$ cat src/rtl/axi_counter_master_if.sv
// AXI3-style bus bundle between the counter master and its register slave.
// Member names keep the master's point of view (_o driven by master, _i by slave).
interface axi_counter_master_if #(
    parameter int DATA_WIDTH = 32,
    parameter int ADDR_WIDTH = 32
);
    logic [3:0]            awid_o;
    logic [ADDR_WIDTH-1:0] awaddr_o;
    logic                  awvalid_o;
    logic                  awready_i;
    logic [3:0]            wid_o;
    logic [DATA_WIDTH-1:0] wdata_o;
    logic [3:0]            wstrb_o;
    logic                  wlast_o;
    logic                  wvalid_o;
    logic                  wready_i;
    logic [3:0]            bid_i;
    logic [1:0]            bresp_i;
    logic                  bvalid_i;
    logic                  bready_o;
    logic [3:0]            arid_o;
    logic [ADDR_WIDTH-1:0] araddr_o;
    logic                  arvalid_o;
    logic                  arready_i;
    logic [3:0]            rid_i;
    logic [DATA_WIDTH-1:0] rdata_i;
    logic                  rlast_i;
    logic                  rvalid_i;
    logic                  rready_o;

    modport master (
        output awid_o, awaddr_o, awvalid_o,
        input  awready_i,
        output wid_o, wdata_o, wstrb_o, wlast_o, wvalid_o,
        input  wready_i,
        input  bid_i, bresp_i, bvalid_i,
        output bready_o,
        output arid_o, araddr_o, arvalid_o,
        input  arready_i,
        input  rid_i, rdata_i, rlast_i, rvalid_i,
        output rready_o
    );

    modport slave (
        input  awid_o, awaddr_o, awvalid_o,
        output awready_i,
        input  wid_o, wdata_o, wstrb_o, wlast_o, wvalid_o,
        output wready_i,
        output bid_i, bresp_i, bvalid_i,
        input  bready_o,
        input  arid_o, araddr_o, arvalid_o,
        output arready_i,
        output rid_i, rdata_i, rlast_i, rvalid_i,
        input  rready_o
    );
endinterface

$ cat src/rtl/axi_counter_master.sv
// Writes REG_COUNT counter values (seed+idx) to consecutive registers, then reads
// back the slave's CRC register and compares it with the XOR of the acknowledged writes.
module axi_counter_master #(
    parameter int DATA_WIDTH = 32,
    parameter int ADDR_WIDTH = 32,
    parameter int REG_COUNT  = 8
) (
    input  logic                  clk,
    input  logic                  areset,
    input  logic                  start_i,
    input  logic [DATA_WIDTH-1:0] seed_i,
    output logic                  busy_o,
    output logic                  done_o,
    output logic [DATA_WIDTH-1:0] crc_o,
    output logic                  crc_ok_o,
    output logic                  err_o,
    axi_counter_master_if.master  axi
);

    localparam int IDX_W = (REG_COUNT > 1) ? $clog2(REG_COUNT) : 1;

    typedef enum logic [2:0] {IDLE, WR, WR_B, RD_A, RD_D, DONE} state_t;

    state_t                state;
    logic [IDX_W-1:0]      idx;
    logic [IDX_W-1:0]      idx_nxt;
    logic [DATA_WIDTH-1:0] seed_q;
    logic [DATA_WIDTH-1:0] crc_q;
    logic                  aw_hs, w_hs, aw_pend, w_pend, last_reg;
    logic                  unused_ok;

    assign axi.awid_o  = 4'h0;
    assign axi.wid_o   = 4'h0;
    assign axi.arid_o  = 4'h0;
    assign axi.wstrb_o = 4'hF;
    assign axi.wlast_o = 1'b1;
    assign unused_ok   = ^{axi.bid_i, axi.rid_i, axi.rlast_i};

    assign idx_nxt  = idx + 1'b1;
    assign last_reg = (idx == IDX_W'(REG_COUNT - 1));
    assign aw_hs    = axi.awvalid_o & axi.awready_i;
    assign w_hs     = axi.wvalid_o & axi.wready_i;
    // A channel is still outstanding after this edge only if valid is up without ready.
    assign aw_pend  = axi.awvalid_o & ~axi.awready_i;
    assign w_pend   = axi.wvalid_o & ~axi.wready_i;

    always_ff @(posedge clk or negedge areset) begin
        if (!areset) begin
            state         <= IDLE;
            idx           <= '0;
            seed_q        <= '0;
            crc_q         <= '0;
            busy_o        <= 1'b0;
            done_o        <= 1'b0;
            crc_o         <= '0;
            crc_ok_o      <= 1'b0;
            err_o         <= 1'b0;
            axi.awaddr_o  <= '0;
            axi.awvalid_o <= 1'b0;
            axi.wdata_o   <= '0;
            axi.wvalid_o  <= 1'b0;
            axi.bready_o  <= 1'b0;
            axi.araddr_o  <= '0;
            axi.arvalid_o <= 1'b0;
            axi.rready_o  <= 1'b0;
        end else begin
            case (state)
                IDLE: begin
                    if (start_i) begin
                        seed_q        <= seed_i;
                        idx           <= '0;
                        crc_q         <= '0;
                        err_o         <= 1'b0;
                        crc_o         <= '0;
                        crc_ok_o      <= 1'b0;
                        busy_o        <= 1'b1;
                        axi.awaddr_o  <= '0;
                        axi.wdata_o   <= seed_i;
                        axi.awvalid_o <= 1'b1;
                        axi.wvalid_o  <= 1'b1;
                        state         <= WR;
                    end
                end
                WR: begin
                    if (aw_hs) axi.awvalid_o <= 1'b0;
                    if (w_hs)  axi.wvalid_o  <= 1'b0;
                    if (!aw_pend && !w_pend) begin
                        axi.bready_o <= 1'b1;
                        state        <= WR_B;
                    end
                end
                WR_B: begin
                    if (axi.bvalid_i) begin
                        axi.bready_o <= 1'b0;
                        crc_q        <= crc_q ^ axi.wdata_o;
                        if (axi.bresp_i != 2'b00) err_o <= 1'b1;
                        if (last_reg) begin
                            axi.araddr_o  <= ADDR_WIDTH'(REG_COUNT * 4);
                            axi.arvalid_o <= 1'b1;
                            state         <= RD_A;
                        end else begin
                            idx           <= idx_nxt;
                            axi.awaddr_o  <= ADDR_WIDTH'(idx_nxt) << 2;
                            axi.wdata_o   <= seed_q + DATA_WIDTH'(idx_nxt);
                            axi.awvalid_o <= 1'b1;
                            axi.wvalid_o  <= 1'b1;
                            state         <= WR;
                        end
                    end
                end
                RD_A: begin
                    if (axi.arready_i) begin
                        axi.arvalid_o <= 1'b0;
                        axi.rready_o  <= 1'b1;
                        state         <= RD_D;
                    end
                end
                RD_D: begin
                    if (axi.rvalid_i) begin
                        crc_o        <= axi.rdata_i;
                        crc_ok_o     <= (axi.rdata_i == crc_q);
                        axi.rready_o <= 1'b0;
                        done_o       <= 1'b1;
                        state        <= DONE;
                    end
                end
                DONE: begin
                    done_o <= 1'b0;
                    busy_o <= 1'b0;
                    state  <= IDLE;
                end
                default: state <= IDLE;
            endcase
        end
    end

endmodule
$ cat src/flat_wrapper.sv
// flat-port wrapper written by rule: the top's interface ports become plain ports
module axi_counter_master_flat 
#(
    parameter int DATA_WIDTH = 32,
    parameter int ADDR_WIDTH = 32,
    parameter int REG_COUNT  = 8
)
  (clk, areset, start_i, seed_i, busy_o, done_o, crc_o, crc_ok_o, err_o, axi_awid_o, axi_awaddr_o, axi_awvalid_o, axi_awready_i, axi_wid_o, axi_wdata_o, axi_wstrb_o, axi_wlast_o, axi_wvalid_o, axi_wready_i, axi_bid_i, axi_bresp_i, axi_bvalid_i, axi_bready_o, axi_arid_o, axi_araddr_o, axi_arvalid_o, axi_arready_i, axi_rid_i, axi_rdata_i, axi_rlast_i, axi_rvalid_i, axi_rready_o);
  axi_counter_master_if #(.DATA_WIDTH(DATA_WIDTH), .ADDR_WIDTH(ADDR_WIDTH)) axi_i ();
  input  logic clk;
  input  logic areset;
  input  logic start_i;
  input  logic [DATA_WIDTH-1:0] seed_i;
  output logic busy_o;
  output logic done_o;
  output logic [DATA_WIDTH-1:0] crc_o;
  output logic crc_ok_o;
  output logic err_o;
  output wire logic [$bits(axi_i.awid_o)-1:0] axi_awid_o;
  output wire logic [$bits(axi_i.awaddr_o)-1:0] axi_awaddr_o;
  output wire logic [$bits(axi_i.awvalid_o)-1:0] axi_awvalid_o;
  input wire logic [$bits(axi_i.awready_i)-1:0] axi_awready_i;
  output wire logic [$bits(axi_i.wid_o)-1:0] axi_wid_o;
  output wire logic [$bits(axi_i.wdata_o)-1:0] axi_wdata_o;
  output wire logic [$bits(axi_i.wstrb_o)-1:0] axi_wstrb_o;
  output wire logic [$bits(axi_i.wlast_o)-1:0] axi_wlast_o;
  output wire logic [$bits(axi_i.wvalid_o)-1:0] axi_wvalid_o;
  input wire logic [$bits(axi_i.wready_i)-1:0] axi_wready_i;
  input wire logic [$bits(axi_i.bid_i)-1:0] axi_bid_i;
  input wire logic [$bits(axi_i.bresp_i)-1:0] axi_bresp_i;
  input wire logic [$bits(axi_i.bvalid_i)-1:0] axi_bvalid_i;
  output wire logic [$bits(axi_i.bready_o)-1:0] axi_bready_o;
  output wire logic [$bits(axi_i.arid_o)-1:0] axi_arid_o;
  output wire logic [$bits(axi_i.araddr_o)-1:0] axi_araddr_o;
  output wire logic [$bits(axi_i.arvalid_o)-1:0] axi_arvalid_o;
  input wire logic [$bits(axi_i.arready_i)-1:0] axi_arready_i;
  input wire logic [$bits(axi_i.rid_i)-1:0] axi_rid_i;
  input wire logic [$bits(axi_i.rdata_i)-1:0] axi_rdata_i;
  input wire logic [$bits(axi_i.rlast_i)-1:0] axi_rlast_i;
  input wire logic [$bits(axi_i.rvalid_i)-1:0] axi_rvalid_i;
  output wire logic [$bits(axi_i.rready_o)-1:0] axi_rready_o;
  assign axi_awid_o = axi_i.awid_o;
  assign axi_awaddr_o = axi_i.awaddr_o;
  assign axi_awvalid_o = axi_i.awvalid_o;
  assign axi_i.awready_i = axi_awready_i;
  assign axi_wid_o = axi_i.wid_o;
  assign axi_wdata_o = axi_i.wdata_o;
  assign axi_wstrb_o = axi_i.wstrb_o;
  assign axi_wlast_o = axi_i.wlast_o;
  assign axi_wvalid_o = axi_i.wvalid_o;
  assign axi_i.wready_i = axi_wready_i;
  assign axi_i.bid_i = axi_bid_i;
  assign axi_i.bresp_i = axi_bresp_i;
  assign axi_i.bvalid_i = axi_bvalid_i;
  assign axi_bready_o = axi_i.bready_o;
  assign axi_arid_o = axi_i.arid_o;
  assign axi_araddr_o = axi_i.araddr_o;
  assign axi_arvalid_o = axi_i.arvalid_o;
  assign axi_i.arready_i = axi_arready_i;
  assign axi_i.rid_i = axi_rid_i;
  assign axi_i.rdata_i = axi_rdata_i;
  assign axi_i.rlast_i = axi_rlast_i;
  assign axi_i.rvalid_i = axi_rvalid_i;
  assign axi_rready_o = axi_i.rready_o;
  axi_counter_master #(.DATA_WIDTH(DATA_WIDTH), .ADDR_WIDTH(ADDR_WIDTH), .REG_COUNT(REG_COUNT)) u_core (.clk(clk), .areset(areset), .start_i(start_i), .seed_i(seed_i), .busy_o(busy_o), .done_o(done_o), .crc_o(crc_o), .crc_ok_o(crc_ok_o), .err_o(err_o), .axi(axi_i));
endmodule
$ cat config.mk
export PLATFORM = sky130hd
export DESIGN_NAME = axi_counter_master_flat
export DESIGN_NICKNAME = d
export VERILOG_FILES = /design/src/rtl/axi_counter_master_if.sv /design/src/rtl/axi_counter_master.sv /design/src/flat_wrapper.sv
export SDC_FILE = /design/constraint.sdc
export NUM_CORES = 1
export LEC_CHECK = 0
export CELL_PAD_IN_SITES_DETAIL_PLACEMENT = 1
export CELL_PAD_IN_SITES_GLOBAL_PLACEMENT = 1
export CORE_AREA = 2 2 166 127
export CTS_BUF_LIST = sky130_fd_sc_hd__clkbuf_2 sky130_fd_sc_hd__clkbuf_4 sky130_fd_sc_hd__clkbuf_8
export DETAILED_ROUTE_END_ITERATION = 8
export DIE_AREA = 0 0 168 129
export PLACE_DENSITY_LB_ADDON = 0.15
export SETUP_SLACK_MARGIN = 0.15
export SLEW_MARGIN = 30
export SYNTH_ARGS = -nofsm -noshare
export SYNTH_HDL_FRONTEND = slang
export SYNTH_SLANG_ARGS = --single-unit
export TNS_END_PERCENT = 1
$ cat constraint.sdc
create_clock -name clk -period 4.59 [get_ports clk]
set_input_delay 1.1475 -clock clk [delete_from_list [all_inputs] [get_ports clk]]
set_output_delay 1.1475 -clock clk [all_outputs]
set_load 0.05 [all_outputs]
==> flow_metrics.py <==
metrics = {
    "sta": {
        "finalCriticalPeriod_ns": 2.98,
        "rsz0062_at_grt": "no",
        "tightestPinTransition_ns": 0.925,
        "skew_ns": 0.0159,
        "final_max_slew_viol_count": 0,
        "setup_violations": 0,
        "max_slew_margin": 0.383,
        "post-route-period-util": 0.650,
        "tns_ns": 0,
        "hold_violations": 0,
        "clock.fmax_ghz": 0.335,
    },
    "clocking": {
        "post_cts_buffers": 0,
        "clk_pin_slew_ns": 0.09,
        "cts_buffers": 17,
        "clk_path_buf_depth": 2,
        "cts_tree": "built",
        "clkLatencyLatePin_ns": 0.46,
        "hold_buffers": 0,
        "root_buffer": "clkbuf_8",
        "ctsResizeCount": 0,
        "clkSinkCount": 144,
        "cts-htree-levels": 4,
    },
    "final_layout": {
        "synthToLayoutAreaGrowth_pct": 23.8,
        "antennaDiodeCount": 0,
        "fin_nets": 1098,
        "nFillCells": 2348,
        "fin_cells": 1280,
        "drive_gt1_frac": 0.0616,
    },
    "outcome": {
        "status": "finished clean",
    },
    "synth": {
        "synth_seq_cells": 144,
        "yosys_warnings": 0,
        "seq_area_frac_synth": 0.467,
        "syn_avg_cell_area_sq_um": 8.87,
        "ys_types": 54,
        "netlist_instances": 870,
        "synth_edf_count": 0,
        "synth-async-reset-ratio": 1.00,
        "synthFlopType": "dfrtp_1",
        "syn-cell-area_sq_um": 7710,
    },
    "setup_path": {
        "crit_fanout": 4,
        "cp-end-kind": "output pin",
        "crit_arrival_ns": 1.83,
        "worst-setup-path-type": "reg -> out",
        "crit_buf_inv": 1,
        "required_ns": 3.44,
        "max_stage_delay_ns": 0.86,
        "start_kind": "register",
        "slowest_stage": "clkdlybuf4s50_1",
        "path_cells": "clkdlybuf4s50_1",
        "critPathTopFamily": "buffers and inverters",
    },
    "drt": {
        "drt-pass1-iter-count": 4,
        "drtIter0Drc": 371,
        "ant_nets": 0,
        "wl_mm": 22.8,
        "wire_per_inst_microns": 17.8,
        "route.detailed.drc": 0,
        "viasPerCell": 4.89,
        "via_count": 6258,
    },
    "global_route": {
        "grt_usage": 0.216,
        "antenna_found_initial": 0,
        "grt_pass1_vias": 6167,
        "grt_pass1_wl_mm": 35.8,
        "grt_max_degree": 75,
        "grt-ovfl-total": 0,
    },
    "floorplanning": {
        "io_pins": 237,
        "rows": 45,
        "initial_utilization": 0.386,
        "coreArea_sq_um": 20000,
        "die_x_microns": 168,
        "die_area_sq_um": 21700,
        "dieHeight_microns": 129,
    },
    "placement": {
        "hpwl_mm": 16.6,
        "place_congestion": 0.796,
        "dp_cells": 1248,
        "numPortBuffers": 150,
    },
    "pwr": {
        "powerDensity_nw_per_um2": 657,
        "max-vdd-ir-drop_mv": 0.305,
        "p_total_mw": 6.27,
        "p_leak_nw": 4.31,
    },
    "run": {
        "maxCapViolCount": 0,
    },
    "hold_path": {
        "min_path_type": "reg -> reg",
    },
}
-- worst min-delay path, stage by stage, from the launching register on --
cell	delay [ns]
dfrtp_1	0.35
nand2_1	0.05
nand2_1	0.05
-- layout make-up --
type	count	area, sq um	share of cell area
flip-flops and latches	144	3600	0.377
repair buffers	161	1590	0.166
clock inverters	14	134	0.0140
multi-input cells	673	3610	0.378
clock buffers	18	248	0.0259
well taps	258	323	0.0338
inverters	12	45.0	0.00472
-- final timing paths --
check                      cells past startpoint                    from                      to  slack [ns]
max                                            1  u_core.axi.wdata_o[16]         axi_wdata_o[16]        1.61
max reg2reg                                    6         u_core.state[1]         u_core.crc_q[6]        1.75
min reg2reg                                    2         u_core.crc_o[6]         u_core.crc_o[6]        0.47
min                                            2         u_core.crc_o[6]         u_core.crc_o[6]        0.47
min in group asynchronous                      1                  areset           u_core.busy_o        0.73
max in group asynchronous                      2                  areset  u_core.axi.wdata_o[12]        3.01
-- routing by layer --
metal / global-route usage / wire length, microns
met2: 0.321 / 9900
met1: 0.327 / 11700
met5: 0 / 0
met4: 0.0389 / 123
met3: 0.0446 / 1060
-- synth_stat cells, types with 5 or more instances --
master | instances | share of area
buf_4 | 80 | 0.078
and3_1 | 8 | 0.0065
nor3_1 | 10 | 0.0065
nor2_1 | 45 | 0.022
o21ai_0 | 65 | 0.042
o211ai_1 | 20 | 0.019
mux2i_1 | 11 | 0.014
ha_1 | 5 | 0.0081
nand3_1 | 45 | 0.029
and2_1 | 5 | 0.0041
a21oi_1 | 16 | 0.010
nand2_1 | 233 | 0.11
clkbuf_1 | 20 | 0.0097
xnor2_1 | 42 | 0.048
nand4_1 | 15 | 0.012
inv_1 | 12 | 0.0058
buf_2 | 15 | 0.0097
dfrtp_1 | 144 | 0.47
xor2_1 | 28 | 0.032
-- kinds of logic after synthesis --
logic type                 after synthesis  share of synthesized area
and+or+nand+nor                        385                      0.222
DFF                                    144                      0.467
buffers and inverters                  128                      0.105
AOI/OAI and AO/OA                      123                     0.0998
xor gates and xnor gates                70                     0.0795
muxes                                   12                     0.0157
adders and majority gates                6                     0.0107
other                                    2                   0.000974
-- flip-flops by register name (all words and copies together), names as in the netlist, 3 cells and up --
name                 count
u_core.axi.awaddr_o      3
u_core.crc_o            32
u_core.state             3
u_core.axi.wdata_o      32
u_core.seed_q           32
u_core.crc_q            32
-- cells in the final DEF, fill, tap and decap left out, drive strengths merged, types with 2 or more instances in the layout --
cell,instances
a211oi,2
a21oi,17
a22oi,2
a31oi,2
and2,5
and3,8
and4,4
buf,12
clkbuf,18
clkdlybuf4s50,149
clkinv,5
clkinvlp,5
conb,77
dfrtp,144
ha,5
inv,15
mux2i,11
nand2,233
nand2b,3
nand3,45
nand4,15
nor2,45
nor2b,2
nor3,12
nor3b,3
nor4,6
o2111ai,2
o211ai,21
o21ai,67
o22ai,3
xnor2,42
xor2,28
-- where the power goes --
group	internal, mW	leakage (nW)	total (mW)	switching [mW]
registers	1.74	1.88	2.33	0.595
clock network	0.449	0.178	0.997	0.548
logic	0.980	2.25	2.95	1.97
total	3.16	4.31	6.27	3.11
-- per-stage QoR --
| step | worst slack (ns) | utilization | cell area, sq um | hold WS, ns |
|---|---|---|---|---|
| final | 1.61 | 0.478 | 9550 | 0.471 |
| after global placement | 1.22 | 0.459 | 9170 | 0.450 |
| after global routing | 1.48 | 0.478 | 9550 | 0.491 |
| after detailed placement | 1.19 | 0.459 | 9170 | 0.454 |
| after floorplan | 2.03 | - | 8000 | 0.449 |
| after CTS | 1.58 | 0.478 | 9550 | 0.475 |
Note: power is estimated with default switching activity, not from simulation.
==> variant (same flow settings) <==
Re-encode `state_t` (6 states) as one-hot, 6 bits wide.
--- a/src/rtl/axi_counter_master.sv
+++ b/src/rtl/axi_counter_master.sv
@@ -19,7 +19,7 @@
 
     localparam int IDX_W = (REG_COUNT > 1) ? $clog2(REG_COUNT) : 1;
 
-    typedef enum logic [2:0] {IDLE, WR, WR_B, RD_A, RD_D, DONE} state_t;
+    typedef enum logic [5:0] {IDLE = 6'b000001, WR = 6'b000010, WR_B = 6'b000100, RD_A = 6'b001000, RD_D = 6'b010000, DONE = 6'b100000} state_t;
 
     state_t                state;
     logic [IDX_W-1:0]      idx;
Function: same outputs for any inputs over 4 cycles, from zero or initial values and one cycle with areset low; so few cycles prove little.
==> variant against the unedited design <==
Area after synthesis is 3.8% higher; final area is 2.7% higher; routed wire length is 3.7% higher; register-to-register slack worse by 260 ps; total power is 3.1% lower; setup slack worse by 120 ps; sequential cell count is 3 higher; via count is 3.4% higher; critical endpoint is now u_core.axi.wdata_o[22]$_DFFE_PN0P_; largest power group unchanged.
==> variant: results (changes against the unedited design) <==
final cell count without fillers 1271 (-0.70%); met3 wire len 1050 um (-1.4%); largest cells by area after synthesis dfrtp_1, nand2_1, buf_4, xor2_1, xnor2_1; pre-CTS setup slack 1170 ps (-15.5 ps); share of cells above drive strength 1 7.90% (+1.7 points); clock-pin transition on the worst setup and hold timing paths 90 ps (about the same); first-pass GRT wire length 37400 um (+4.5%); Skew-Pair Late Insertion Delay roughly 470 ps; hold path startpoint u_core.crc_o[31]$_DFFE_PN0P_; met2 wire length 10900 um (+9.9%); Ys Warns 0 (unchanged); H-tree levels 4 (unchanged); vias in the first global route 6625 (+7.4%); FF-to-FF path depth 9 (+3); Slew headroom 34.2% (-4.1 points); Lkg Pwr 4.39 nW (+1.7%); clock root buffer clkbuf_8; cell family with most CP delay adder cells; Worst EP arrival 3500 ps (+1670 ps); Crit-path slowest cell or4_1; first drt pass iteration count 4 (unchanged); Min-Delay Path Class reg -> reg; final setup skew 13.5 ps (-2.42 ps); Post-Syn Area per Cell 9.21 um^2 (+3.9%); peak fanout along the critical path 12 (+8); top cells by count, synth nand2_1, dfrtp_1, buf_4, nor2_1, xor2_1; nets 1089 (-0.82%); initial antenna violation count 0 (unchanged); 1st-iter DRT viols 349 (-5.9%); Port-buffer cells 150 (unchanged); met1 wire length 11500 um (-1.2%); postcts setup bufs 0 (unchanged); Routed WL per cell 18.6 um (+4.4%); Critical path origin u_core.axi.awaddr_o[2]$_DFFE_PN0P_; GPL Wtd Cong 0.838 (+5.3%); placed cells 1239 (-0.72%); status completed; placed inst area 9380 um^2 (+2.3%); HPWL Detailed 17000 um (+2.6%); sequential area share after synthesis 46.0% (-0.76 points); CTS max path bufs 2 (unchanged); Post-route DRC 0 (unchanged); Max VDD drop 0.000487 V (+60%); vias 6473 (+3.4%); largest net degree at the start of global routing 92 (+23%); critical path's largest stage delay 470 ps (-390 ps); global-route usage over all layers 22.3% (+0.77 points)
-- variant: worst paths after layout --
| kind | endpoint | slack (ps) |
|---|---|---|
| setup / recovery | u_core.axi.wdata_o[22]$_DFFE_PN0P_ | 1490 |
| hold / removal | u_core.crc_o[31]$_DFFE_PN0P_ | 470 |
| setup reg to reg | u_core.axi.wdata_o[22]$_DFFE_PN0P_ | 1490 |
| hold reg to reg | u_core.crc_o[31]$_DFFE_PN0P_ | 470 |
| max in group asynchronous | u_core.seed_q[15]$_DFFE_PN0P_ | 3020 |
| min in group asynchronous | u_core.axi.wdata_o[27]$_DFFE_PN0P_ | 750 |
-- variant: power by group --
group | internal [mW] | leakage, nW | switching (mW)
clock | 0.559 | 0.206 | 0.551
combinational | 0.935 | 2.30 | 1.81
sequential | 1.72 | 1.88 | 0.505
total | 3.21 | 4.39 | 2.87
-- variant: per-layer routing --
| layer | vias up | track usage (%) |
|---|---|---|
| li1 | 3037 | - |
| met1 | 3270 | 32.4 |
| met2 | 157 | 34.7 |
| met3 | 9 | 4.74 |
| met4 | 0 | 4.50 |
| met5 | - | 0 |
-- variant: worst reg2reg max path: stages, from the launching register on --
cell and delay [ps]:
dfrtp_1 430, ha_1 220, ha_1 320, ha_1 340, nor2b_1 390, o21ai_0 160, buf_4 220, or4_1 470
a311oi_1 370, a21o_1 120
-- variant: kinds of logic after synthesis --
kind of cell,share of synthesized area (%)
AND/OR/NAND/NOR,24.4
other,0.0938
multiplexers,0.500
flip-flops,46.0
buffers and inverters,11.4
AO/OA/AOI/OAI,7.41
XOR/XNOR,9.30
adder cells (fa/ha/maj),1.03
-- variant: cell type report --
class                   instances  area, um^2
clock inverters                14         179
flip-flops and latches        147        3680
repair buffers                163        1620
multi-input cells             657        3710
clock buffers                  18         248
well taps                     258         323
fillers                      2348       10200
inverters                      14        52.6
